`src/rtl/conv_controller.sv`:
```
// -----------------------------------------------------------------------------
// conv_controller
//
// Sequencing FSM for the convolution datapath (filter buffer, image buffer,
// image slice, PE, result write-back). A run loads the 4-word filter, the
// 16-word image window, then for every column of the window loads a 4-row
// slice, runs the 16-step MAC loop, stores the result and, every fourth
// result, writes the result register back to memory. After the last column
// the x offset advances by 4 and the next image window is loaded, until the
// final slice completes.
//
// All transitions are decided from the datapath carry-outs. A counter wraps
// on the same edge where its enable is high and its carry-out is high, so a
// loop state is left on that edge and runs for exactly the counter length.
//
// Ports
//   clk                 rising-edge clock
//   rst                 synchronous, active-low reset
//   start               level request, sampled only in IDLE
//   co_*                datapath carry-outs (high at terminal count)
//   busy                high in every state except IDLE
//   done                one-cycle pulse at the end of a run
//   *_en, inc_ld,
//   rst_acc, rst_res_reg,
//   wr_file, adr_sel    datapath controls
//   mem_offset_sel[1:0] 0 = filter base, 1 = image x offset, 2 = result base
//
// Configuration macro
//   CONV_CTRL_WR_FILE_EN  when defined, wr_file is high for the DONE cycle;
//                         otherwise wr_file is tied to 0.
// -----------------------------------------------------------------------------
module conv_controller (
    input  logic       clk,
    input  logic       rst,
    input  logic       start,
    input  logic       co_cntr4_filter,
    input  logic       co_cntr16_img,
    input  logic       co_row_cntr,
    input  logic       co_col_cntr,
    input  logic       co_cntr16,
    input  logic       co_cntr_reg4,
    input  logic       co_cntr43,
    input  logic       co_cntr13,
    output logic       busy,
    output logic       done,
    output logic       mem_en,
    output logic       cntr4_filter_en,
    output logic       cntr16_img_en,
    output logic       filter_wr_en,
    output logic       img_wr_en,
    output logic       row_cntr_en,
    output logic       col_cntr_en,
    output logic       cntr16_en,
    output logic       img_slice_en,
    output logic       acc_en,
    output logic       cntr_reg4_en,
    output logic       res_buffer_en,
    output logic       cntr43_en,
    output logic       cntr13_en,
    output logic       inc_en,
    output logic       inc_ld,
    output logic       rst_acc,
    output logic       rst_res_reg,
    output logic       wr_file,
    output logic       adr_sel,
    output logic [1:0] mem_offset_sel
);

    typedef enum logic [3:0] {
        IDLE       = 4'd0,
        INIT       = 4'd1,
        LD_FILT    = 4'd2,
        LD_IMG     = 4'd3,
        SLICE      = 4'd4,
        MAC        = 4'd5,
        STORE      = 4'd6,
        WRITE      = 4'd7,
        NEXT_COL   = 4'd8,
        NEXT_SLICE = 4'd9,
        DONE       = 4'd10
    } state_t;

    state_t state_q;
    state_t state_d;

    // The write counter wraps on its own; its carry-out never gates the FSM.
    logic unused_co;
    assign unused_co = co_cntr43;

    always_ff @(posedge clk) begin
        if (!rst) begin
            state_q <= IDLE;
        end else begin
            state_q <= state_d;
        end
    end

    // Next-state logic: only the carry-out belonging to the current state
    // is looked at.
    always_comb begin
        state_d = state_q;
        case (state_q)
            IDLE: begin
                if (start) state_d = INIT;
            end
            INIT: begin
                state_d = LD_FILT;
            end
            LD_FILT: begin
                if (co_cntr4_filter) state_d = LD_IMG;
            end
            LD_IMG: begin
                if (co_cntr16_img) state_d = SLICE;
            end
            SLICE: begin
                if (co_row_cntr) state_d = MAC;
            end
            MAC: begin
                if (co_cntr16) state_d = STORE;
            end
            STORE: begin
                state_d = co_cntr_reg4 ? WRITE : NEXT_COL;
            end
            WRITE: begin
                state_d = NEXT_COL;
            end
            NEXT_COL: begin
                state_d = co_col_cntr ? NEXT_SLICE : SLICE;
            end
            NEXT_SLICE: begin
                state_d = co_cntr13 ? DONE : LD_IMG;
            end
            DONE: begin
                state_d = IDLE;
            end
            default: begin
                state_d = IDLE;
            end
        endcase
    end

    // Moore output decode from the state register only.
    always_comb begin
        busy            = 1'b1;
        done            = 1'b0;
        mem_en          = 1'b0;
        cntr4_filter_en = 1'b0;
        cntr16_img_en   = 1'b0;
        filter_wr_en    = 1'b0;
        img_wr_en       = 1'b0;
        row_cntr_en     = 1'b0;
        col_cntr_en     = 1'b0;
        cntr16_en       = 1'b0;
        img_slice_en    = 1'b0;
        acc_en          = 1'b0;
        cntr_reg4_en    = 1'b0;
        res_buffer_en   = 1'b0;
        cntr43_en       = 1'b0;
        cntr13_en       = 1'b0;
        inc_en          = 1'b0;
        inc_ld          = 1'b0;
        rst_acc         = 1'b0;
        rst_res_reg     = 1'b0;
        adr_sel         = 1'b0;
        mem_offset_sel  = 2'd0;
        case (state_q)
            IDLE: begin
                busy = 1'b0;
            end
            INIT: begin
                inc_ld      = 1'b1;
                rst_acc     = 1'b1;
                rst_res_reg = 1'b1;
            end
            LD_FILT: begin
                adr_sel         = 1'b0;
                mem_offset_sel  = 2'd0;
                filter_wr_en    = 1'b1;
                cntr4_filter_en = 1'b1;
            end
            LD_IMG: begin
                adr_sel        = 1'b1;
                mem_offset_sel = 2'd1;
                img_wr_en      = 1'b1;
                cntr16_img_en  = 1'b1;
            end
            SLICE: begin
                img_slice_en = 1'b1;
                row_cntr_en  = 1'b1;
            end
            MAC: begin
                acc_en    = 1'b1;
                cntr16_en = 1'b1;
            end
            STORE: begin
                res_buffer_en = 1'b1;
                cntr_reg4_en  = 1'b1;
                rst_acc       = 1'b1;
            end
            WRITE: begin
                mem_en         = 1'b1;
                mem_offset_sel = 2'd2;
                cntr43_en      = 1'b1;
                rst_res_reg    = 1'b1;
            end
            NEXT_COL: begin
                col_cntr_en = 1'b1;
            end
            NEXT_SLICE: begin
                inc_en    = 1'b1;
                cntr13_en = 1'b1;
            end
            DONE: begin
                done = 1'b1;
            end
            default: begin
                busy = 1'b0;
            end
        endcase
    end

`ifdef CONV_CTRL_WR_FILE_EN
    // Dump memory contents once per completed run.
    assign wr_file = (state_q == DONE);
`else
    assign wr_file = 1'b0;
`endif

endmodule

```
`config.mk`:
```
export PLATFORM = sky130hd
export DESIGN_NAME = conv_controller
export DESIGN_NICKNAME = d
export VERILOG_FILES = /design/src/rtl/conv_controller.sv
export SDC_FILE = /design/constraint.sdc
export NUM_CORES = 1
export LEC_CHECK = 0
export ABC_AREA = 1
export BUFFER_PORTS_ARGS = -buffer_cell sky130_fd_sc_hd__buf_2
export CORE_AREA = 8 8 45 47
export DETAILED_ROUTE_END_ITERATION = 8
export DIE_AREA = 0 0 53 55
export GPL_ROUTABILITY_DRIVEN = 1
export GPL_TIMING_DRIVEN = 0
export PLACE_DENSITY = 0.77
export SLEW_MARGIN = 20
export SYNTH_ARGS = -nofsm -noshare
export SYNTH_HDL_FRONTEND = slang
export SYNTH_SLANG_ARGS = --single-unit
```
`constraint.sdc`:
```
create_clock -name clk -period 2.2 [get_ports clk]
set_input_delay 0.44 -clock clk [delete_from_list [all_inputs] [get_ports clk]]
set_output_delay 0.44 -clock clk [all_outputs]
set_load 0.02 [all_outputs]
```
# Word level (Yosys, flattened, before mapping)
# Index checks and enable logic that the tools add are counted.
# word_totals
output_inout_bits	24
input_bits	11
register_bits	4
elab_cells	44
# op_classes
eq_ne	15
reduce_logical	5
mux	23
# ops
cell	count
4-bit one-hot mux with 10 select lines	1
4-bit 2-to-1 mux	8
4-bit by 3-bit == test with 1-bit output, second input constant	4
1-bit 2-to-1 mux	13
4-bit == test, second input constant	3
2-bit != test, second input constant	5
10-bit OR reduction	1
4-bit by 2-bit == test with 1-bit output, second input constant	2
5-bit AND reduction	1
4-bit by 1-bit == test with 1-bit output, second input constant	1
4-bit zero test	1
2-bit one-hot mux with 2 select lines	1
2-bit OR reduction	2

# Depth between registers and ports, before layout
# Gate-level depths: netlist of run 1.
# logic_depth
ltp_word	3
mapped_depth	10
mapped_depth_nobuf	10

# Worst setup path before layout of run 1
# Ideal clock, no wire load.
# synth_path
kind	register to output
from	register state_q[3]
to	output rst_acc
t_required_ns	1.760
n_path_buf	0
setup_slack_ns	0.523
arrival_ns	1.237
path_stages_with_launch	6
cell_sequence	dfxtp_1 nor2_2 inv_1 nor2_1 inv_1 nand2_1
# synth_between
elab_chain_cells	3
elab_cells_between_ends	4
cone_classes	2 x eq/ne; 1 x mux; 1 x reduce/logical
# synth_rtl
element	line_no	source
start, declared	83	state_t state_q;
start signal, assigned	94	state_q <= state_d;
4-bit by 1-bit == test with 1-bit output or 4-bit by 3-bit == test with 1-bit output (tied branches)	166	case (state_q)
2-bit OR reduction (no source line) (*)	n/a	
1-bit 2-to-1 mux (*)	166	
end, declared	62	output logic rst_acc,
# Mark *: on every way between the ends. The rest lies on a longest branch, timed or not.

# Worst setup path after layout of run 1
# Ends and elaborated chain as after synthesis.

==> results of run 1 <==
==> area by class of cell <==
type / count / share of cell area [%]
well taps: 16 / 2.71
repair buffers: 32 / 21.7
clock buffers: 3 / 3.05
inverters: 23 / 11.8
plain buffers: 10 / 10.2
multi-input cells: 65 / 39.8
flip-flops and latches: 4 / 10.8
==> Yosys cell counts (all sizes together) (3+ instances only) <==
cell type	instances
inv	22
dfxtp	4
nor2	20
o21ai	4
nand2	33
buf	10
nand3	3
==> metrics by stage <==
step | util, % | hold slack, ns | setup WS (ns)
after global placement | 51.8 | 0.632 | 0.633
after global routing | 53.4 | 0.463 | 0.218
after detailed placement | 51.8 | 0.624 | 0.613
final | 53.4 | 0.444 | 0.360
after floorplan | - | 0.560 | 0.523
after CTS | 53.4 | 0.443 | 0.354
==> power by group <==
group	internal, mW	switching, mW	total [mW]	leakage, nW
registers	0.104	0.0434	0.147	0.0330
clock network	0.0610	0.0309	0.0919	0.0138
logic	0.267	0.510	0.778	0.492
==> path summary, 6_finish.rpt <==
kind                            from  cells past startpoint                 endpoint
min reg2reg  state_q[2]$_SDFFE_PN0P_                      4  state_q[2]$_SDFFE_PN0P_
max          state_q[3]$_SDFFE_PN0P_                      6                  rst_acc
max reg2reg  state_q[0]$_SDFFE_PN0P_                      9  state_q[1]$_SDFFE_PN0P_
min                              rst                      3  state_q[0]$_SDFFE_PN0P_
==> cells by family (layout without fill, tap and decap cells) <==
group	count (synthesis)	count (layout)	share of synthesized area, %
AO/OA/AOI/OAI	6	6	5.83
buffers and inverters	33	68	30.3
flip-flops	4	4	14.9
other	1	1	0.699
AND/OR/NAND/NOR	58	58	48.3
==> worst max-delay path, delay by kind of cell, from the launching register on <==
family | cells | cell delay, ns
simple gates | 3 | 0.48
flops | 1 | 0.35
buf+inv | 3 | 0.32
==> layer usage <==
metal,vias to the layer above,wire length (microns)
met3,2,139
met5,-,0
met2,16,768
li1,355,-
met4,0,12
met1,265,560
==> impl_metrics.prom, run 1 <==
# TYPE chip_impl_metric gauge
chip_impl_info{name="run_status",value="completed"} 1
chip_impl_metric{name="maxSlewViolCount",unit=""} 0
chip_impl_metric{name="cp.arrival",unit="ns"} 1.40
chip_impl_info{name="setup.worst_path.start_class",value="flip-flop"} 1
chip_impl_metric{name="final_critical_path_required_period",unit="ns"} 1.84
chip_impl_metric{name="globalplace.congestion",unit=""} 0.880
chip_impl_metric{name="cp_slowest_stage_delay",unit="ns"} 0.35
chip_impl_metric{name="global_route.overflow_total",unit=""} 0
chip_impl_info{name="synth.largest_area_cell",value="nand2_1"} 1
chip_impl_metric{name="synthToLayoutAreaGrowth",unit="%"} 37.8
chip_impl_info{name="timing.hold.worst.class",value="in2reg"} 1
chip_impl_metric{name="grt_util_met3",unit="%"} 2.67
chip_impl_metric{name="cap_violations",unit=""} 0
chip_impl_metric{name="wirelength",unit="microns"} 1480
chip_impl_metric{name="final.setup_skew",unit="ns"} 0.00197
chip_impl_info{name="critPathKind",value="reg2out"} 1
chip_impl_metric{name="r2r_setup_slack",unit="ns"} 0.91
chip_impl_metric{name="chipWidth",unit="microns"} 53
chip_impl_metric{name="final_non_filler_cell_total",unit=""} 153
chip_impl_metric{name="cts_sinks",unit=""} 4
chip_impl_metric{name="postSynthCellCount",unit=""} 102
chip_impl_metric{name="grt_pass1_wl",unit="microns"} 2340
chip_impl_metric{name="antenna-diode-count",unit=""} 0
chip_impl_metric{name="ir_worst_vdd",unit="mV"} 0.622
chip_impl_metric{name="number_of_port_buffers",unit=""} 32
chip_impl_metric{name="fillers",unit=""} 160
chip_impl_metric{name="synth.cell_area",unit="sq um"} 537
chip_impl_metric{name="clock_latency",unit="ns"} 0.24
chip_impl_metric{name="die_h",unit="microns"} 55
chip_impl_metric{name="placed_area",unit="sq um"} 717
chip_impl_metric{name="synth-seq-cells",unit=""} 4
chip_impl_metric{name="vias_in_the_first_global_route",unit=""} 612
chip_impl_info{name="rsz0062_at_grt",value="no"} 1
chip_impl_metric{name="start_util",unit="%"} 38.8
chip_impl_metric{name="initial_drt_markers",unit=""} 11
chip_impl_metric{name="setup-tns-final",unit="ns"} 0
chip_impl_metric{name="drc",unit=""} 0
chip_impl_metric{name="cellPowerDensity",unit="mW/mm^2"} 1380
chip_impl_info{name="top_register",value="state_q"} 1
chip_impl_info{name="crit_chain",value="nor2_2 > inv_1 > nor2_1 > inv_1 > nand2_1 > buf_2"} 1
chip_impl_info{name="reg_top3",value="state_q: 4 flops"} 1
chip_impl_metric{name="wl_per_cell",unit="microns"} 9.68
chip_impl_metric{name="async_set_or_reset_flop_fraction_in_the_synthesized_netlist",unit="%"} 0
chip_impl_metric{name="synth_largest_type_area_fraction",unit="%"} 21.0
chip_impl_metric{name="grt_max_degree",unit=""} 8
chip_impl_metric{name="postCtsSetupBuffers",unit=""} 0
chip_impl_metric{name="min_period_over_period",unit="%"} 83.6
chip_impl_metric{name="synth_warnings",unit=""} 0
chip_impl_metric{name="max_clock_freq",unit="MHz"} 543
chip_impl_metric{name="io_pins",unit=""} 35
chip_impl_metric{name="numCtsBuffers",unit=""} 3
chip_impl_metric{name="grt_antenna_before_repair",unit=""} 0
chip_impl_metric{name="synth_enable_flop_cells",unit=""} 0
chip_impl_metric{name="post_layout_net_count",unit=""} 150
chip_impl_metric{name="syn_avg_cell_area",unit="sq um"} 5.26
chip_impl_metric{name="post_route_cell_area",unit="sq um"} 739
chip_impl_metric{name="largest_reg_flops",unit=""} 4
chip_impl_metric{name="final_antenna_net_count",unit=""} 0
chip_impl_metric{name="proportion_of_synthesized_chip_area_in_sequential_cells",unit="%"} 14.9
chip_impl_metric{name="die_area",unit="sq mm"} 0.00292
chip_impl_metric{name="cts-htree-levels",unit=""} 1
chip_impl_metric{name="place.detailed.instances",unit=""} 150
chip_impl_metric{name="power",unit="mW"} 1.02
chip_impl_metric{name="grt.met1_usage",unit="%"} 11.2
chip_impl_metric{name="timing.critical_path.required",unit="ns"} 1.76
chip_impl_metric{name="number_of_search_and_repair_iterations_in_the_first_detailed_routing_pass",unit=""} 4
chip_impl_metric{name="vias_per_cell",unit=""} 4.17
chip_impl_info{name="grt_most_used_layer",value="met2"} 1
chip_impl_info{name="clock_tree.root_cell",value="clkbuf_4"} 1
chip_impl_metric{name="synth_nets",unit=""} 113
chip_impl_metric{name="num_vias",unit=""} 638
chip_impl_metric{name="place_hpwl",unit="microns"} 1310
chip_impl_metric{name="seq_area",unit="sq um"} 80.1
chip_impl_metric{name="leakage",unit="nW"} 0.538
chip_impl_metric{name="core_area",unit="sq mm"} 0.00138
chip_impl_info{name="ys_top_cells_by_area",value="nand2_1 (21%), dfxtp_1 (15%), buf_4 (14%)"} 1
chip_impl_metric{name="globalRouteTotalUtil",unit="%"} 10.6
chip_impl_info{name="tritoncts",value="done"} 1
chip_impl_metric{name="cts_hold_buffers",unit=""} 0
chip_impl_metric{name="grtUsageMet2",unit="%"} 18.6
chip_impl_info{name="layout.cells.most_common_list",value="buf_2 (32), nand2_1 (30), inv_1 (20), nor2_1 (12), buf_4 (10)"} 1
chip_impl_metric{name="core.rowCount",unit=""} 14
chip_impl_metric{name="report.final.hold_viol_count",unit=""} 0
chip_impl_info{name="setup.worst_path.end_class",value="output pin"} 1
chip_impl_info{name="layout.cells.most_common",value="buf_2"} 1
chip_impl_metric{name="worst-path-max-fanout",unit=""} 7
chip_impl_metric{name="clk_transition_reported_paths",unit="ns"} 0.04
chip_impl_metric{name="post_synth_num_cell_types",unit=""} 17
chip_impl_metric{name="clock_path_buffers",unit=""} 2
chip_impl_metric{name="share_of_post_route_cells_with_drive_strength_above_1",unit="%"} 43.8
chip_impl_metric{name="ctsResizeCount",unit=""} 0
chip_impl_metric{name="report.final.setup_viol",unit=""} 0
chip_impl_info{name="synth-main-ff-cell",value="dfxtp_1"} 1
chip_impl_info{name="slowest_stage",value="dfxtp_1"} 1
chip_impl_info{name="cp_common_cell",value="inv_1"} 1
chip_impl_metric{name="multi_input_gate_area_in_the_final_layout",unit="sq um"} 294
Note: power is estimated with default switching activity, not from simulation.
==> inputs of run 2 (changes only) <==
Settings changed: CORE_AREA 8 8 45 47 to unset, CORE_MARGIN set to 8, CORE_UTILIZATION set to 36, DIE_AREA 0 0 53 55 to unset, PLACE_DENSITY 0.77 to 0.73.
Clock period 2.2 ns to 1.5 ns, I/O delays scaled along.
==> run 2 against run 1 <==
Effect of this change: design area grew 21%; first-iteration DRC count up 64%; the flow now finishes with violations (negative setup slack); register-to-register slack worse by 0.72 ns; largest power group unchanged; core utilization rose by 8.4 points; global-route usage increased by 0.14 points; cell count increased by 3.3%; worst setup slack got worse by 0.37 ns; power is 81% higher; worst hold slack worse by 0.15 ns; critical path depth is 1 lower; sequential power up 87%; routed wire length is 15% higher; largest cell class is now non-clock buffers.
==> impl_metrics.prom, run 2 (same netlist as run 1, synthesis figures left out) <==
# TYPE chip_impl_metric gauge
chip_impl_info{name="run_status",value="complete, but fails checks"} 1
chip_impl_info{name="violated_checks",value="negative setup slack"} 1
chip_impl_metric{name="cts_hold_buffers",unit=""} 0
chip_impl_metric{name="numCtsBuffers",unit=""} 3
chip_impl_metric{name="num_vias",unit=""} 672
chip_impl_metric{name="power",unit="mW"} 1.84
chip_impl_info{name="reg_top3",value="state_q: 4 flops"} 1
chip_impl_metric{name="share_of_post_route_cells_with_drive_strength_above_1",unit="%"} 56.3
chip_impl_metric{name="leakage",unit="nW"} 0.568
chip_impl_metric{name="chipWidth",unit="microns"} 54.6
chip_impl_metric{name="setup-tns-final",unit="ns"} -0.0143
chip_impl_metric{name="start_util",unit="%"} 36.9
chip_impl_info{name="setup.worst_path.start_class",value="flip-flop"} 1
chip_impl_metric{name="vias_in_the_first_global_route",unit=""} 569
chip_impl_metric{name="final_core_util",unit="%"} 61.8
chip_impl_metric{name="wl_per_cell",unit="microns"} 10.8
chip_impl_metric{name="global_route.overflow_total",unit=""} 0
chip_impl_metric{name="final_critical_path_required_period",unit="ns"} 1.51
chip_impl_metric{name="drc",unit=""} 0
chip_impl_metric{name="grt_pass1_wl",unit="microns"} 2440
chip_impl_metric{name="min_period_over_period",unit="%"} 101
chip_impl_metric{name="clock_latency",unit="ns"} 0.23
chip_impl_metric{name="globalRouteTotalUtil",unit="%"} 10.7
chip_impl_info{name="rsz0062_at_grt",value="yes"} 1
chip_impl_metric{name="place_hpwl",unit="microns"} 1330
chip_impl_metric{name="cap_violations",unit=""} 0
chip_impl_metric{name="max_clock_freq",unit="MHz"} 660
chip_impl_metric{name="cellPowerDensity",unit="mW/mm^2"} 2050
chip_impl_info{name="layout.cells.most_common_list",value="nand2_1 (27), buf_2 (20), buf_4 (18), inv_1 (14), nor2_1 (10)"} 1
chip_impl_metric{name="post_layout_net_count",unit=""} 155
chip_impl_metric{name="grt_max_degree",unit=""} 7
chip_impl_metric{name="die_area",unit="sq mm"} 0.00298
chip_impl_metric{name="finalWorstSetupSlack",unit="ns"} -0.0143
chip_impl_metric{name="io_pins",unit=""} 35
chip_impl_metric{name="grt_antenna_before_repair",unit=""} 0
chip_impl_metric{name="synthToLayoutAreaGrowth",unit="%"} 67.4
chip_impl_metric{name="initial_drt_markers",unit=""} 18
chip_impl_metric{name="final.setup_skew",unit="ns"} 0.00910
chip_impl_metric{name="ir_worst_vdd",unit="mV"} 1.19
chip_impl_metric{name="number_of_port_buffers",unit=""} 32
chip_impl_metric{name="worst-path-max-fanout",unit=""} 6
chip_impl_metric{name="cts-htree-levels",unit=""} 1
chip_impl_metric{name="vias_per_cell",unit=""} 4.25
chip_impl_info{name="tritoncts",value="done"} 1
chip_impl_info{name="grt_most_used_layer",value="met2"} 1
chip_impl_metric{name="antenna-diode-count",unit=""} 0
chip_impl_metric{name="final_antenna_net_count",unit=""} 0
chip_impl_metric{name="report.final.hold_viol_count",unit=""} 0
chip_impl_metric{name="die_h",unit="microns"} 54.6
chip_impl_metric{name="seq_area",unit="sq um"} 95.1
chip_impl_info{name="timing.hold.worst.class",value="in2reg"} 1
chip_impl_metric{name="grt_util_met3",unit="%"} 2.45
chip_impl_metric{name="report.final.setup_viol",unit=""} 1
chip_impl_metric{name="grt.met1_usage",unit="%"} 11.7
chip_impl_metric{name="timing.critical_path.required",unit="ns"} 1.20
chip_impl_metric{name="cts_sinks",unit=""} 4
chip_impl_metric{name="maxSlewViolCount",unit=""} 0
chip_impl_metric{name="grtUsageMet2",unit="%"} 19.6
chip_impl_metric{name="fillers",unit=""} 138
chip_impl_metric{name="multi_input_gate_area_in_the_final_layout",unit="sq um"} 332
chip_impl_metric{name="wirelength",unit="microns"} 1710
chip_impl_info{name="setup.worst_path.end_class",value="output pin"} 1
chip_impl_info{name="critPathKind",value="reg2out"} 1
chip_impl_info{name="clock_tree.root_cell",value="clkbuf_4"} 1
chip_impl_metric{name="globalplace.congestion",unit=""} 0.872
chip_impl_info{name="top_register",value="state_q"} 1
chip_impl_metric{name="clock_path_buffers",unit=""} 2
chip_impl_info{name="layout.cells.most_common",value="nand2_1"} 1
chip_impl_metric{name="core_area",unit="sq mm"} 0.00145
chip_impl_metric{name="cp.arrival",unit="ns"} 1.21
chip_impl_metric{name="clk_transition_reported_paths",unit="ns"} 0.04
chip_impl_metric{name="largest_reg_flops",unit=""} 4
chip_impl_metric{name="core.rowCount",unit=""} 14
chip_impl_metric{name="number_of_search_and_repair_iterations_in_the_first_detailed_routing_pass",unit=""} 4
-- run 2: cell count changes in the layout (fill, tap and decap cells not counted), moves of 4 or more --
cell,previous run,this run
buf_4,10,18
dfxtp_4,0,4
buf_6,0,9
inv_1,20,14
dfxtp_1,4,0
buf_2,32,20
inv_2,2,6
nor2_4,0,5
-- run 2: stage by stage --
step           std cells  instance area [sq um]  setup WS, ns  hold slack (ns)
2_1_floorplan        102                    539        0.0735            0.420
3_3_place_gp         150                    719        0.0802            0.547
3_5_place_dp         150                    719        0.0642            0.549
4_1_cts              157                    820       0.00378            0.291
5_1_grt              158                    898       -0.0828            0.310
6_report             158                    898       -0.0143            0.299
-- run 2: final timing paths --
check	from	endpoint	slack [ns]	cells past startpoint
min reg2reg	state_q[2]$_SDFFE_PN0P_	state_q[2]$_SDFFE_PN0P_	0.62	4
min	rst	state_q[0]$_SDFFE_PN0P_	0.30	3
max reg2reg	state_q[3]$_SDFFE_PN0P_	state_q[1]$_SDFFE_PN0P_	0.19	9
max	state_q[0]$_SDFFE_PN0P_	row_cntr_en	-0.01	5
-- run 2: power by group --
part / switching (mW) / internal [mW] / total (mW)
registers: 0.0964 / 0.179 / 0.275
logic: 0.848 / 0.586 / 1.43
clock network: 0.0416 / 0.0893 / 0.131
total: 0.986 / 0.854 / 1.84
-- run 2: what timing repair did --
action,CTS,global route
setup buffers,4,1
pin swaps,2,3
resized for setup,21,26
setup endpoints to repair,19,15
-- run 2: final cells by class --
cell class / instances / share of cell area [%]
multi-input combinational: 65 / 36.9
timing repair buffer: 37 / 28.3
sequential: 4 / 10.6
inverter: 23 / 10.3
buffer: 10 / 9.19
clock buffer: 3 / 2.51
tap: 16 / 2.23
-- run 2: routing by layer --
metal	vias to the layer above	wire length, microns
met3	2	144
met5	-	0
met1	280	643
li1	367	-
met4	0	6
met2	23	911
-- run 2: critical path, stage by stage (launching register included) --
cell and delay (ns):
dfxtp_4 0.36, inv_2 0.11, nand2_2 0.11, nor2_2 0.13, buf_4 0.12, buf_2 0.15
